## src/rtl/mem_bus_arbiter.sv

```systemverilog
// Two-master round-robin Wishbone-style arbiter in front of a single memory slave.
// Optional watchdog abort of stalled grants is built when ARB_TIMEOUT_EN is defined.
module mem_bus_arbiter #(
    parameter int AW             = 12,
    parameter int DW             = 16,
    parameter int TIMEOUT_CYCLES = 15
) (
    input  logic          clk,
    input  logic          rst,
    input  logic          m0_cyc_i,
    input  logic          m0_stb_i,
    input  logic [AW-1:0] m0_adr_i,
    output logic [DW-1:0] m0_dat_o,
    output logic          m0_ack_o,
    output logic          m0_err_o,
    input  logic          m1_cyc_i,
    input  logic          m1_stb_i,
    input  logic          m1_we_i,
    input  logic [AW-1:0] m1_adr_i,
    input  logic [DW-1:0] m1_dat_i,
    output logic [DW-1:0] m1_dat_o,
    output logic          m1_ack_o,
    output logic          m1_err_o,
    output logic          s_cyc_o,
    output logic          s_stb_o,
    output logic          s_we_o,
    output logic [AW-1:0] s_adr_o,
    output logic [DW-1:0] s_dat_o,
    input  logic [DW-1:0] s_dat_i,
    input  logic          s_ack_i,
    output logic [1:0]    gnt_o,
    output logic          busy_o
);

    typedef enum logic [1:0] {
        IDLE = 2'd0,
        GNT0 = 2'd1,
        GNT1 = 2'd2
    } state_t;

    state_t r_state;
    state_t w_next_state;
    logic   r_last_gnt;
    logic   w_timeout;

    if (TIMEOUT_CYCLES < 2) begin : g_bad_timeout
        $error("mem_bus_arbiter: TIMEOUT_CYCLES must be at least 2");
    end

`ifdef ARB_TIMEOUT_EN
    localparam int unsigned WD_W = ($clog2(TIMEOUT_CYCLES) > 4) ? $clog2(TIMEOUT_CYCLES) : 4;

    logic [WD_W-1:0] r_wd_cnt;
    logic            w_stalled;

    assign w_stalled = ((r_state == GNT0 && m0_stb_i) || (r_state == GNT1 && m1_stb_i)) && !s_ack_i;
    assign w_timeout = w_stalled && (r_wd_cnt == WD_W'(TIMEOUT_CYCLES - 1));

    // Counter restarts on every new grant, on any ack, and while idle.
    always_ff @(posedge clk) begin
        if (rst) begin
            r_wd_cnt <= '0;
        end else if (r_state == IDLE || w_next_state != r_state || s_ack_i) begin
            r_wd_cnt <= '0;
        end else if (w_stalled) begin
            r_wd_cnt <= r_wd_cnt + WD_W'(1);
        end
    end

    assign m0_err_o = w_timeout && (r_state == GNT0);
    assign m1_err_o = w_timeout && (r_state == GNT1);
`else
    assign w_timeout = 1'b0;
    assign m0_err_o  = 1'b0;
    assign m1_err_o  = 1'b0;
`endif

    always_ff @(posedge clk) begin
        if (rst) begin
            r_state    <= IDLE;
            r_last_gnt <= 1'b1;
        end else begin
            r_state <= w_next_state;
            if (w_next_state == GNT0 && r_state != GNT0) r_last_gnt <= 1'b0;
            if (w_next_state == GNT1 && r_state != GNT1) r_last_gnt <= 1'b1;
        end
    end

    always_comb begin
        w_next_state = r_state;
        case (r_state)
            IDLE: begin
                if (m0_cyc_i && m1_cyc_i) w_next_state = r_last_gnt ? GNT0 : GNT1;
                else if (m0_cyc_i)        w_next_state = GNT0;
                else if (m1_cyc_i)        w_next_state = GNT1;
            end
            GNT0: begin
                if (w_timeout)     w_next_state = IDLE;
                else if (!m0_cyc_i) w_next_state = m1_cyc_i ? GNT1 : IDLE;
            end
            GNT1: begin
                if (w_timeout)     w_next_state = IDLE;
                else if (!m1_cyc_i) w_next_state = m0_cyc_i ? GNT0 : IDLE;
            end
            default: w_next_state = IDLE;
        endcase
    end

    // Bus mux: only the granted master reaches the slave and sees an ack.
    always_comb begin
        s_cyc_o  = 1'b0;
        s_stb_o  = 1'b0;
        s_we_o   = 1'b0;
        s_adr_o  = '0;
        s_dat_o  = '0;
        m0_ack_o = 1'b0;
        m1_ack_o = 1'b0;
        gnt_o    = 2'b00;
        busy_o   = 1'b0;
        case (r_state)
            GNT0: begin
                s_cyc_o  = m0_cyc_i && !w_timeout;
                s_stb_o  = m0_stb_i && !w_timeout;
                s_adr_o  = m0_adr_i;
                m0_ack_o = s_ack_i && m0_stb_i;
                gnt_o    = 2'b01;
                busy_o   = 1'b1;
            end
            GNT1: begin
                s_cyc_o  = m1_cyc_i && !w_timeout;
                s_stb_o  = m1_stb_i && !w_timeout;
                s_we_o   = m1_we_i;
                s_adr_o  = m1_adr_i;
                s_dat_o  = m1_dat_i;
                m1_ack_o = s_ack_i && m1_stb_i;
                gnt_o    = 2'b10;
                busy_o   = 1'b1;
            end
            default: ;
        endcase
    end

    assign m0_dat_o = s_dat_i;
    assign m1_dat_o = s_dat_i;

endmodule

```

## config.mk

```make
export PLATFORM = sky130hd
export DESIGN_NAME = mem_bus_arbiter
export DESIGN_NICKNAME = d
export VERILOG_FILES = /design/src/rtl/mem_bus_arbiter.sv
export SDC_FILE = /design/constraint.sdc
export NUM_CORES = 1
export LEC_CHECK = 0
export BUFFER_PORTS_ARGS = -buffer_cell sky130_fd_sc_hd__clkbuf_2
export CAP_MARGIN = 25
export CORE_MARGIN = 2
export CORE_UTILIZATION = 27
export CTS_BUF_LIST = sky130_fd_sc_hd__clkbuf_4 sky130_fd_sc_hd__clkbuf_8 sky130_fd_sc_hd__clkbuf_16
export CTS_CLUSTER_DIAMETER = 80
export DETAILED_ROUTE_END_ITERATION = 16
export PLACE_DENSITY_LB_ADDON = 0.15
export SYNTH_ARGS = -nofsm -noshare
export SYNTH_HDL_FRONTEND = slang
export SYNTH_SLANG_ARGS = --single-unit
export TNS_END_PERCENT = 5
```

## constraint.sdc

```tcl
create_clock -name clk -period 1.6 [get_ports clk]
set_input_delay 0.32 -clock clk [delete_from_list [all_inputs] [get_ports clk]]
set_output_delay 0.32 -clock clk [all_outputs]
set_load 0.01 [all_outputs]
```

* Word level (Yosys, flattened, before mapping)
Index checks and enable logic that the tools add are counted.
Storage, ports and cells: input bits 64, bits in registers 3
Cells by class: equality and inequality tests 6, reduce and logical (&&, ||, !) cells 8, multiplexer cells 18
Operator list (count):
- $pmux 12 s2 | 1
- $mux 16 | 1
- $mux 2 | 7
- $pmux 2 s3 | 1
- $logic_and 1x1->1 | 5
- $mux 1 | 5
- $eq 2x1->1 const B | 2
- $eq 2x2->1 const B | 2
- $pmux 1 s2 | 2
- $pmux 2 s2 | 1
- $reduce_or 2->1 | 2
- $logic_not 2->1 | 1
- $ne 2x1->1 const B | 1
- $ne 2x2->1 const B | 1

* Depth between registers and ports, before layout
Gate-level depths: netlist of run 1.
depth in word-level cells 7, depth in mapped cells 7, mapped depth without buffers 6

* Worst setup path after synthesis of run 1
OpenSTA, ideal clock, no wires.
path type flip-flop to output port, start point reg r_state[0], end point out s_cyc_o, arrival time 1.475 ns, stages on the path, launching flop included 7, buffers on the path 2, path slack -0.195 ns, required time 1.280 ns, cell sequence dfxtp_1 > inv_1 > ha_1 > clkbuf_1 > buf_2 > nand2_1 > a21boi_0
Between the ends: longest elaborated chain between the ends 2, elaborated cells on any way between the ends 3
Ends and longest elaborated chain:
- start: declaration | line 41 | state_t r_state;
- start signal: assignment | line 83 | r_state <= w_next_state;
- $eq 2x2->1 / $eq 2x1->1 (equally long branches) | line 120 | case (r_state)
- $pmux 1 s2 (*) | line 120
- end: declaration | line 24 | output logic s_cyc_o,
Mark *: on every way between the ends. The rest lies on a longest branch, timed or not.

* Worst setup path in the final report of run 1
start point reg r_state[0], end point out s_adr_o[1]
Between the ends: longest elaborated chain between the ends 2, elaborated cells on any way between the ends 3
Ends and longest elaborated chain:
- $eq 2x2->1 / $eq 2x1->1 (equally long branches) | line 120
- $pmux 12 s2 (*) | line 120
- end: declaration | line 27 | output logic [AW-1:0] s_adr_o,
Marks and branches as above.

==> flow_metrics.env, run 1 <==
export IMPL_setup_slack_ps=-80.6
export IMPL_clock_path_buffers=2
export IMPL_yosysWarningCount=0
export IMPL_port_buffers=83
export IMPL_dieHeight_um=61.6
export IMPL_critPathRequiredTime_ps=1280
export IMPL_syn_area_sq_um=895
export IMPL_detail_route_wl_per_cell_um=11.6
export IMPL_netlist_instances=120
export IMPL_placedCellCount=218
export IMPL_min_delay_start="rst"
export IMPL_reg2reg_from="r_state[0]$_SDFF_PP0_"
export IMPL_row_count=20
export IMPL_critPathArrivalTime_ps=1360
export IMPL_cts_tree="yes"
export IMPL_outcome="finished with violations"
export IMPL_hold_path_class="in2reg"
export IMPL_crit_path_start="r_state[0]$_SDFF_PP0_"
export IMPL_start_util_pct=28.8
export IMPL_critPathLaunchType="flip-flop"
export IMPL_finalHoldViolCount=0
export IMPL_dpl_hpwl_mm=2.19
export IMPL_fin_crit_sh_pct=105
export IMPL_hold_ws_ps=355
export IMPL_leakagePower_nw=0.715
export IMPL_cts_sinks=3
export IMPL_cts_made_buffers=3
export IMPL_syn_avg_cell_area_sq_um=7.46
export IMPL_routed_wirelength_mm=2.58
export IMPL_dr_pass1_iters=3
export IMPL_setup_viol=30
export IMPL_maxCapViolCount=0
export IMPL_ys_seq_area_share_pct=6.71
export IMPL_clock_latency_ps=230
export IMPL_vias_per_cell=4.39
export IMPL_syn_to_final_growth_pct=57.8
export IMPL_num_vias=980
export IMPL_track_usage_pct=12.4
export IMPL_globalRouteOverflowTotal=0
export IMPL_powerDensity_mw_per_mm2=758
export IMPL_ys_seq_elements=3
export IMPL_grt_max_degree=18
export IMPL_slew_violations=0
export IMPL_postRouteAntennaNets=0
export IMPL_drt_initial_drc_count=15
export IMPL_yosysUniqueCellTypes=27
export IMPL_end_kind="output pin"
export IMPL_diodes=0
export IMPL_total_power_mw=1.07
export IMPL_fin_cells=223
export IMPL_drc=0
export IMPL_grt_pass1_vias=879
export IMPL_fin_worst_skew_ps=0.608
export IMPL_drive_above_1_share_pct=72.1
export IMPL_coreArea_sq_mm=0.00310
export IMPL_violations="setup timing"
export IMPL_clk_pin_slew_worst_paths_ps=40
export IMPL_gp_congestion=0.804
export IMPL_criticalPathCategory="reg2out"
export IMPL_io_pins=134
export IMPL_rsz0062_at_grt="true"
export IMPL_peakVddDrop_mv=0.453
export IMPL_preCtsSetupSlack_ps=42.9
export IMPL_dieArea_sq_mm=0.00379
export IMPL_die_w_um=61.6
export IMPL_max_freq_mhz=595
export IMPL_grt_pass1_wl_mm=3.57
export IMPL_grt_antenna_before_repair=0
export IMPL_critical_path_max_fanout=7
export IMPL_cts_root_buf="clkbuf_4"
export IMPL_htreeDepth=1
export IMPL_fin_nets=250
export IMPL_fin_crit_ps=1680
-- cells by family (layout without fill, tap and decap cells) --
family,Yosys count,count (layout),synth area share (%)
and+or+nand+nor,41,41,27.0
DFF,3,3,6.71
buffers and inverters,43,101,32.6
AOI/OAI and AO/OA,25,25,23.2
adders and majority gates,6,6,8.39
other,1,2,0.419
muxes,1,1,1.68
-- cells in the final DEF, fill, tap and decap left out, types with 2 or more instances in the layout --
| master | count |
|---|---|
| clkbuf_2 | 74 |
| and2_1 | 18 |
| a22oi_2 | 12 |
| buf_2 | 8 |
| nor2b_1 | 7 |
| buf_6 | 6 |
| nor2b_4 | 5 |
| ha_4 | 4 |
| clkbuf_4 | 4 |
| buf_4 | 4 |
| nand2_1 | 3 |
| nor2_1 | 3 |
| inv_4 | 2 |
| a21boi_1 | 2 |
| a22oi_1 | 2 |
| and3_1 | 2 |
| nand2b_1 | 2 |
| conb_1 | 2 |
| dfxtp_4 | 2 |
-- layout make-up --
class,instances,area (sq um)
inverter,3,16.3
multi-input combinational,75,699
tap,44,55.1
sequential,3,67.6
fill,336,1690
timing repair buffer,94,543
clock buffer,4,30.0
-- critical path: stages (launching register included) --
cell	delay, ps
dfxtp_4	380
inv_4	60
ha_4	160
buf_6	140
a22oi_2	200
nor2b_4	50
clkbuf_2	130
-- flip-flops by register name (all words and copies together) (netlist names) --
register    cells
r_state         2
r_last_gnt      1
-- cells in the mapped netlist --
master	count	area [sq um]
a21boi_0	1	7.51
a21boi_1	1	7.51
a21boi_2	1	11.3
a22oi_1	14	105
a311oi_1	1	8.76
a31oi_2	1	12.5
a32oi_2	1	16.3
and2_1	18	113
and3_1	2	12.5
buf_2	1	5.00
buf_4	34	255
clkbuf_1	4	15.0
clkbuf_2	1	5.00
conb_1	1	3.75
dfxtp_1	3	60.1
ha_1	6	75.1
inv_1	3	11.3
mux2_4	1	15.0
nand2_1	3	11.3
nand2b_1	2	12.5
nor2_1	3	11.3
nor2b_1	13	81.3
o2111ai_1	1	8.76
o21a_1	1	7.51
o21ai_1	1	5.00
o21ba_1	1	10.0
o21bai_1	1	7.51
-- worst paths after layout --
path,to,slack [ps],cells past startpoint
worst min-delay path,r_state[1]$_SDFF_PP0_,360,3
worst max-delay path,s_adr_o[1],-80,6
worst max register to register,r_last_gnt$_SDFFE_PP1P_,150,7
worst min register to register,r_last_gnt$_SDFFE_PP1P_,520,2
-- repair_timing --
action / 4_1_cts / 5_1_grt
endpoints found under the setup margin: 34 / 33
gates cloned: 0 / 0
hold buffers: 0 / 0
pin swaps: 6 / 3
gates resized for setup: 28 / 21
buffers inserted: 1 / 0
-- routing by layer --
metal | wire, um | track usage (%) | part of all wire, %
met5 | 0 | 0 | 0
met4 | 0 | 1.82 | 0
met3 | 204 | 2.94 | 7.9
met2 | 1480 | 26.2 | 57
met1 | 897 | 12.0 | 35
-- where the power goes --
part           switching (mW)  total (mW)  internal, mW
clock network          0.0370       0.147         0.110
registers              0.0234       0.121        0.0973
logic                   0.363       0.801         0.439
total                   0.423        1.07         0.646
-- metrics by stage --
stage	area, sq um	setup TNS, ps	utilization (%)
after global placement	1180	0	38.0
after CTS	1350	-1590	43.5
final	1410	-1130	45.5
after floorplan	907	0	-
after global routing	1410	-3220	45.5
after detailed placement	1180	0	38.0
No activity file was read; power rests on OpenSTA's default activity.
==> run 2: changes to the inputs <==
- SETUP_SLACK_MARGIN: not set -> 0.5
==> run 2 against run 1 <==
The run still ends with setup timing left; register-to-register slack got worse by 20 ps; die area unchanged; flip-flop and latch count unchanged; fmax increased by 1.0%; hold slack got worse by 4.6 ps; first-iteration DRC count unchanged; largest cell class unchanged.
==> flow_metrics.env, run 2 (synthesis gave the netlist of run 1 again) <==
export IMPL_fin_cells=220
export IMPL_diodes=0
export IMPL_globalRouteOverflowTotal=0
export IMPL_syn_to_final_growth_pct=52.4
export IMPL_setup_viol=14
export IMPL_clock_path_buffers=2
export IMPL_drive_above_1_share_pct=73.3
export IMPL_cts_made_buffers=3
export IMPL_dpl_hpwl_mm=1.91
export IMPL_final_cell_mix="clkbuf_2, and2_1, a22oi_2, nor2b_2, buf_2"
export IMPL_critPathRequiredTime_ps=1280
export IMPL_fin_util_pct=44.0
export IMPL_critical_path_max_fanout=7
export IMPL_dr_pass1_iters=3
export IMPL_max_freq_mhz=601
export IMPL_row_count=20
export IMPL_leakagePower_nw=0.688
export IMPL_clkPwrFrac_pct=15.0
export IMPL_min_delay_start="rst"
export IMPL_powerDensity_mw_per_mm2=746
export IMPL_cts_sinks=3
export IMPL_finalHoldViolCount=0
export IMPL_drt_initial_drc_count=15
export IMPL_crit_chain="buf_12 -> ha_4 -> buf_6 -> a22oi_2 -> nor2b_2 -> clkbuf_2"
export IMPL_outcome="finished with violations"
export IMPL_grt_max_degree=19
export IMPL_gp_congestion=0.729
export IMPL_switchingPower_uw=408
export IMPL_setup_slack_ps=-63.5
export IMPL_routed_wirelength_mm=2.45
export IMPL_track_usage_pct=12.0
export IMPL_postRouteAntennaNets=0
export IMPL_cts_root_buf="clkbuf_4"
export IMPL_p_sw_share_pct=40.1
export IMPL_dieHeight_um=61.6
export IMPL_total_power_mw=1.02
export IMPL_cts_tree="yes"
export IMPL_clock_latency_ps=240
export IMPL_slowest_stage="dfxtp_4"
export IMPL_violations="setup timing"
export IMPL_critPathArrivalTime_ps=1340
export IMPL_largest_reg_flops=2
export IMPL_io_pins=134
export IMPL_peakVddDrop_mv=0.258
export IMPL_detail_route_wl_per_cell_um=11.2
export IMPL_fin_nets=247
export IMPL_grt_pass1_vias=799
export IMPL_end_kind="output pin"
export IMPL_placedCellCount=211
export IMPL_critPathLaunchType="flip-flop"
export IMPL_ctsHoldBuffers=0
export IMPL_largestRegisters="r_state x2, r_last_gnt x1"
export IMPL_rsz0062_at_grt="true"
export IMPL_vias_per_cell=4.34
export IMPL_share_comb_of_total_power_pct=73.0
export IMPL_dieArea_sq_mm=0.00379
export IMPL_grt_antenna_before_repair=0
export IMPL_die_w_um=61.6
export IMPL_fin_crit_sh_pct=104
export IMPL_start_util_pct=28.8
export IMPL_slew_violations=0
export IMPL_drc=0
export IMPL_p_int_uw=610
export IMPL_reg2reg_from="r_state[0]$_SDFF_PP0_"
export IMPL_fin_worst_skew_ps=3.79
export IMPL_fin_crit_ps=1660
export IMPL_regMostFlops="r_state"
export IMPL_seqPwrFrac_pct=12.0
export IMPL_criticalPathCategory="reg2out"
export IMPL_crit_path_start="r_state[0]$_SDFF_PP0_"
export IMPL_num_vias=955
export IMPL_port_buffers=83
export IMPL_grt_pass1_wl_mm=3.40
export IMPL_coreArea_sq_mm=0.00310
export IMPL_final_common_cell="clkbuf_2"
export IMPL_hold_path_class="in2reg"
export IMPL_maxCapViolCount=0
export IMPL_tns_ps=-660
export IMPL_htreeDepth=1
export IMPL_clk_pin_slew_worst_paths_ps=40
export IMPL_slowest_delay_ps=360
==> run 2: critical path: cells and delay by family, from the launching register on <==
| family | cells | cell delay, ps |
|---|---|---|
| compound gates | 1 | 130 |
| fa+ha+maj | 1 | 180 |
| buf+inv | 3 | 390 |
| flops | 1 | 360 |
| simple gates | 1 | 50 |
==> run 2: final cells by class <==
class | count | area, sq um
timing repair buffer | 91 | 523
clock buffer | 4 | 30.0
multi-input combinational | 75 | 672
tap | 44 | 55.1
inverter | 3 | 16.3
sequential | 3 | 67.6
fill | 324 | 1740
==> run 2: final timing paths <==
path,endpoint,slack [ps],cells past startpoint
min reg2reg,r_last_gnt$_SDFFE_PP1P_,530,2
min,r_state[1]$_SDFF_PP0_,350,3
max reg2reg,r_last_gnt$_SDFFE_PP1P_,130,6
max,s_adr_o[11],-60,6
==> run 2: metal layers <==
layer	up-vias	routed length, um	track usage [%]
li1	478	-	-
met3	12	276	2.10
met5	-	0	0
met1	399	926	12.5
met2	66	1200	22.9
met4	0	47	6.08
==> run 2: metrics by stage <==
step,hold WS (ps),instance area (sq um),setup WS [ps]
global route,366,1360,-128
CTS,355,1350,-72.4
global placement,513,1220,89.4
detailed placement,524,1220,48.3
floorplan,470,1060,185
finish,350,1360,-63.5
==> run 2: power by group through the flow <==
stage / registers, mW / clock network [mW] / logic [mW]
floorplan: 0.120 / 0 / 0.561
global placement: 0.126 / 0 / 0.633
detailed placement: 0.127 / 0 / 0.647
CTS: 0.122 / 0.159 / 0.738
global route: 0.125 / 0.166 / 0.816
finish: 0.122 / 0.153 / 0.743
==> run 2: what timing repair did <==
item	CTS	global route
setup endpoints to repair	39	39
setup buffers	5	0
cloned	0	0
gates resized for setup	7	9
pin swaps	2	0
==> run 3: changes to the inputs <==
- BUFFER_PORTS_ARGS: -buffer_cell sky130_fd_sc_hd__clkbuf_2 -> -buffer_cell sky130_fd_sc_hd__buf_2
==> run 3 against run 2 <==
The run still ends with setup timing left; global-route usage rose by 0.47 points; hold slack gained 10 ps; via count is 1.8% higher; flip-flop and latch count stayed put; die area is the same; non-clock buffer count is 2 higher; wire length increased by 4.7%; sequential share of layout area about the same; fmax shrank 0.93%; critical path depth is the same; sequential power hardly changed; critical path type unchanged; largest cell class unchanged; largest power group unchanged.
==> flow_metrics.env, run 3 (synthesis gave the netlist of run 1 again) <==
export IMPL_crit_path_frequent_cell="buf_6"
export IMPL_critPathLaunchType="flip-flop"
export IMPL_preCtsSetupSlack_ps=44.7
export IMPL_finalHoldViolCount=0
export IMPL_coreArea_sq_mm=0.00310
export IMPL_io_pins=134
export IMPL_final_cell_mix="buf_2, and2_1, nor2b_2"
export IMPL_globalRouteOverflowTotal=0
export IMPL_gp_congestion=0.709
export IMPL_grt_busiest_layer="met2"
export IMPL_fin_worst_skew_ps=3.23
export IMPL_critPathArrivalTime_ps=1360
export IMPL_grt_antenna_before_repair=0
export IMPL_setup_viol=13
export IMPL_grt_use_met1_pct=12.1
export IMPL_vias_per_cell=4.38
export IMPL_regMostFlops="r_state"
export IMPL_dieArea_sq_mm=0.00379
export IMPL_start_util_pct=28.8
export IMPL_track_usage_pct=12.5
export IMPL_clock_path_buffers=2
export IMPL_slowest_delay_ps=350
export IMPL_setup_slack_ps=-79.0
export IMPL_dpl_cell_area_sq_mm=0.00122
export IMPL_critical_path_max_fanout=7
export IMPL_grt_pass1_vias=878
export IMPL_port_buffers=83
export IMPL_diodes=0
export IMPL_fin_crit_ps=1680
export IMPL_dr_pass1_iters=2
export IMPL_critPathRequiredTime_ps=1280
export IMPL_fin_crit_sh_pct=105
export IMPL_routed_wirelength_mm=2.57
export IMPL_detail_route_wl_per_cell_um=11.6
export IMPL_cts_made_buffers=3
export IMPL_peakVddDrop_mv=0.233
export IMPL_end_kind="output pin"
export IMPL_cts_sinks=3
export IMPL_fin_util_pct=44.4
export IMPL_postRouteAntennaNets=0
export IMPL_grt_pass1_wl_mm=3.57
export IMPL_powerDensity_mw_per_mm2=743
export IMPL_hold_path_class="in2reg"
export IMPL_dpl_hpwl_mm=1.97
export IMPL_max_freq_mhz=596
export IMPL_num_vias=972
export IMPL_syn_to_final_growth_pct=54.0
export IMPL_finish_instance_area_sq_mm=0.00138
export IMPL_grt_util_met2_pct=25.3
export IMPL_criticalPathCategory="reg2out"
export IMPL_drive_above_1_share_pct=73.6
export IMPL_crit_chain="buf_6 -> ha_4 -> buf_6 -> a22oi_2 -> nor2b_2 -> buf_2"
export IMPL_grt_util_met3_pct=1.68
export IMPL_grt_max_degree=19
export IMPL_clk_pin_slew_worst_paths_ps=40
export IMPL_cts_tree="yes"
export IMPL_violations="setup timing"
export IMPL_drc=0
export IMPL_slew_violations=0
export IMPL_slowest_stage="dfxtp_4"
export IMPL_die_w_um=61.6
export IMPL_largest_reg_flops=2
export IMPL_maxCapViolCount=0
export IMPL_largestRegisters="r_state x2, r_last_gnt x1"
export IMPL_clock_latency_ps=230
export IMPL_rsz0062_at_grt="true"
export IMPL_fin_nets=249
export IMPL_drt_initial_drc_count=9
export IMPL_htreeDepth=1
export IMPL_row_count=20
export IMPL_final_common_cell="buf_2"
export IMPL_cts_root_buf="clkbuf_4"
export IMPL_outcome="finished with violations"
export IMPL_dieHeight_um=61.6
export IMPL_leakagePower_nw=0.712
[run 3: area by class of cell]
class / instances / area, sq um
Multi-Input combinational cell: 75 / 677
Timing Repair Buffer: 93 / 529
Fill cell: 336 / 1730
Inverter: 3 / 18.8
Sequential cell: 3 / 67.6
Tap cell: 44 / 55.1
Clock buffer: 4 / 30.0
[run 3: per-stage QoR]
stage               hold slack (ps)  TNS [ps]  std cells  total power [mW]
floorplan                       470         0        121             0.682
global placement                513         0        211             0.756
detailed placement              535         0        211             0.772
CTS                             354      -971        221              1.03
global route                    368     -2220        222              1.11
finish                          360      -559        222              1.02
[run 3: worst max-delay path: cells and delay by family (launching register included)]
kind / cells / cell delay (ps)
DFF: 1 / 350
buffers and inverters: 3 / 390
AOI/OAI and AO/OA: 1 / 150
and+or+nand+nor: 1 / 60
adders and majority gates: 1 / 180
[run 3: power breakdown]
part           switching [mW]  internal (mW)  leakage (nW)  total (mW)
Sequential             0.0225         0.0973        0.0262       0.120
Clock                  0.0378          0.110        0.0184       0.148
Combinational           0.347          0.408         0.667       0.755
Total                   0.407          0.616         0.712        1.02
[run 3: what timing repair did]
| item | 4_1_cts | 5_1_grt |
|---|---|---|
| setup endpoints to repair | 39 | 39 |
| hold endpoints to repair | 0 | 0 |
| hold buffers | 0 | 0 |
| setup buffers | 6 | 1 |
| pin swaps | 4 | 2 |
| resized for setup | 11 | 3 |
[run 3: worst paths after layout]
| path | from | end | slack (ps) | cells after the start |
|---|---|---|---|---|
| max | r_state[0]$_SDFF_PP0_ | s_adr_o[7] | -80 | 6 |
| min | rst | r_state[1]$_SDFF_PP0_ | 360 | 3 |
| max reg2reg | r_state[0]$_SDFF_PP0_ | r_last_gnt$_SDFFE_PP1P_ | 180 | 7 |
| min reg2reg | r_last_gnt$_SDFFE_PP1P_ | r_last_gnt$_SDFFE_PP1P_ | 530 | 2 |
[run 3: metal layers]
| layer | part of all wire, % | wire length (um) | vias to the layer above |
|---|---|---|---|
| li1 | - | - | 481 |
| met4 | 0.78 | 20 | 0 |
| met5 | 0 | 0 | - |
| met1 | 37 | 952 | 418 |
| met3 | 11 | 281 | 8 |
| met2 | 51 | 1320 | 65 |
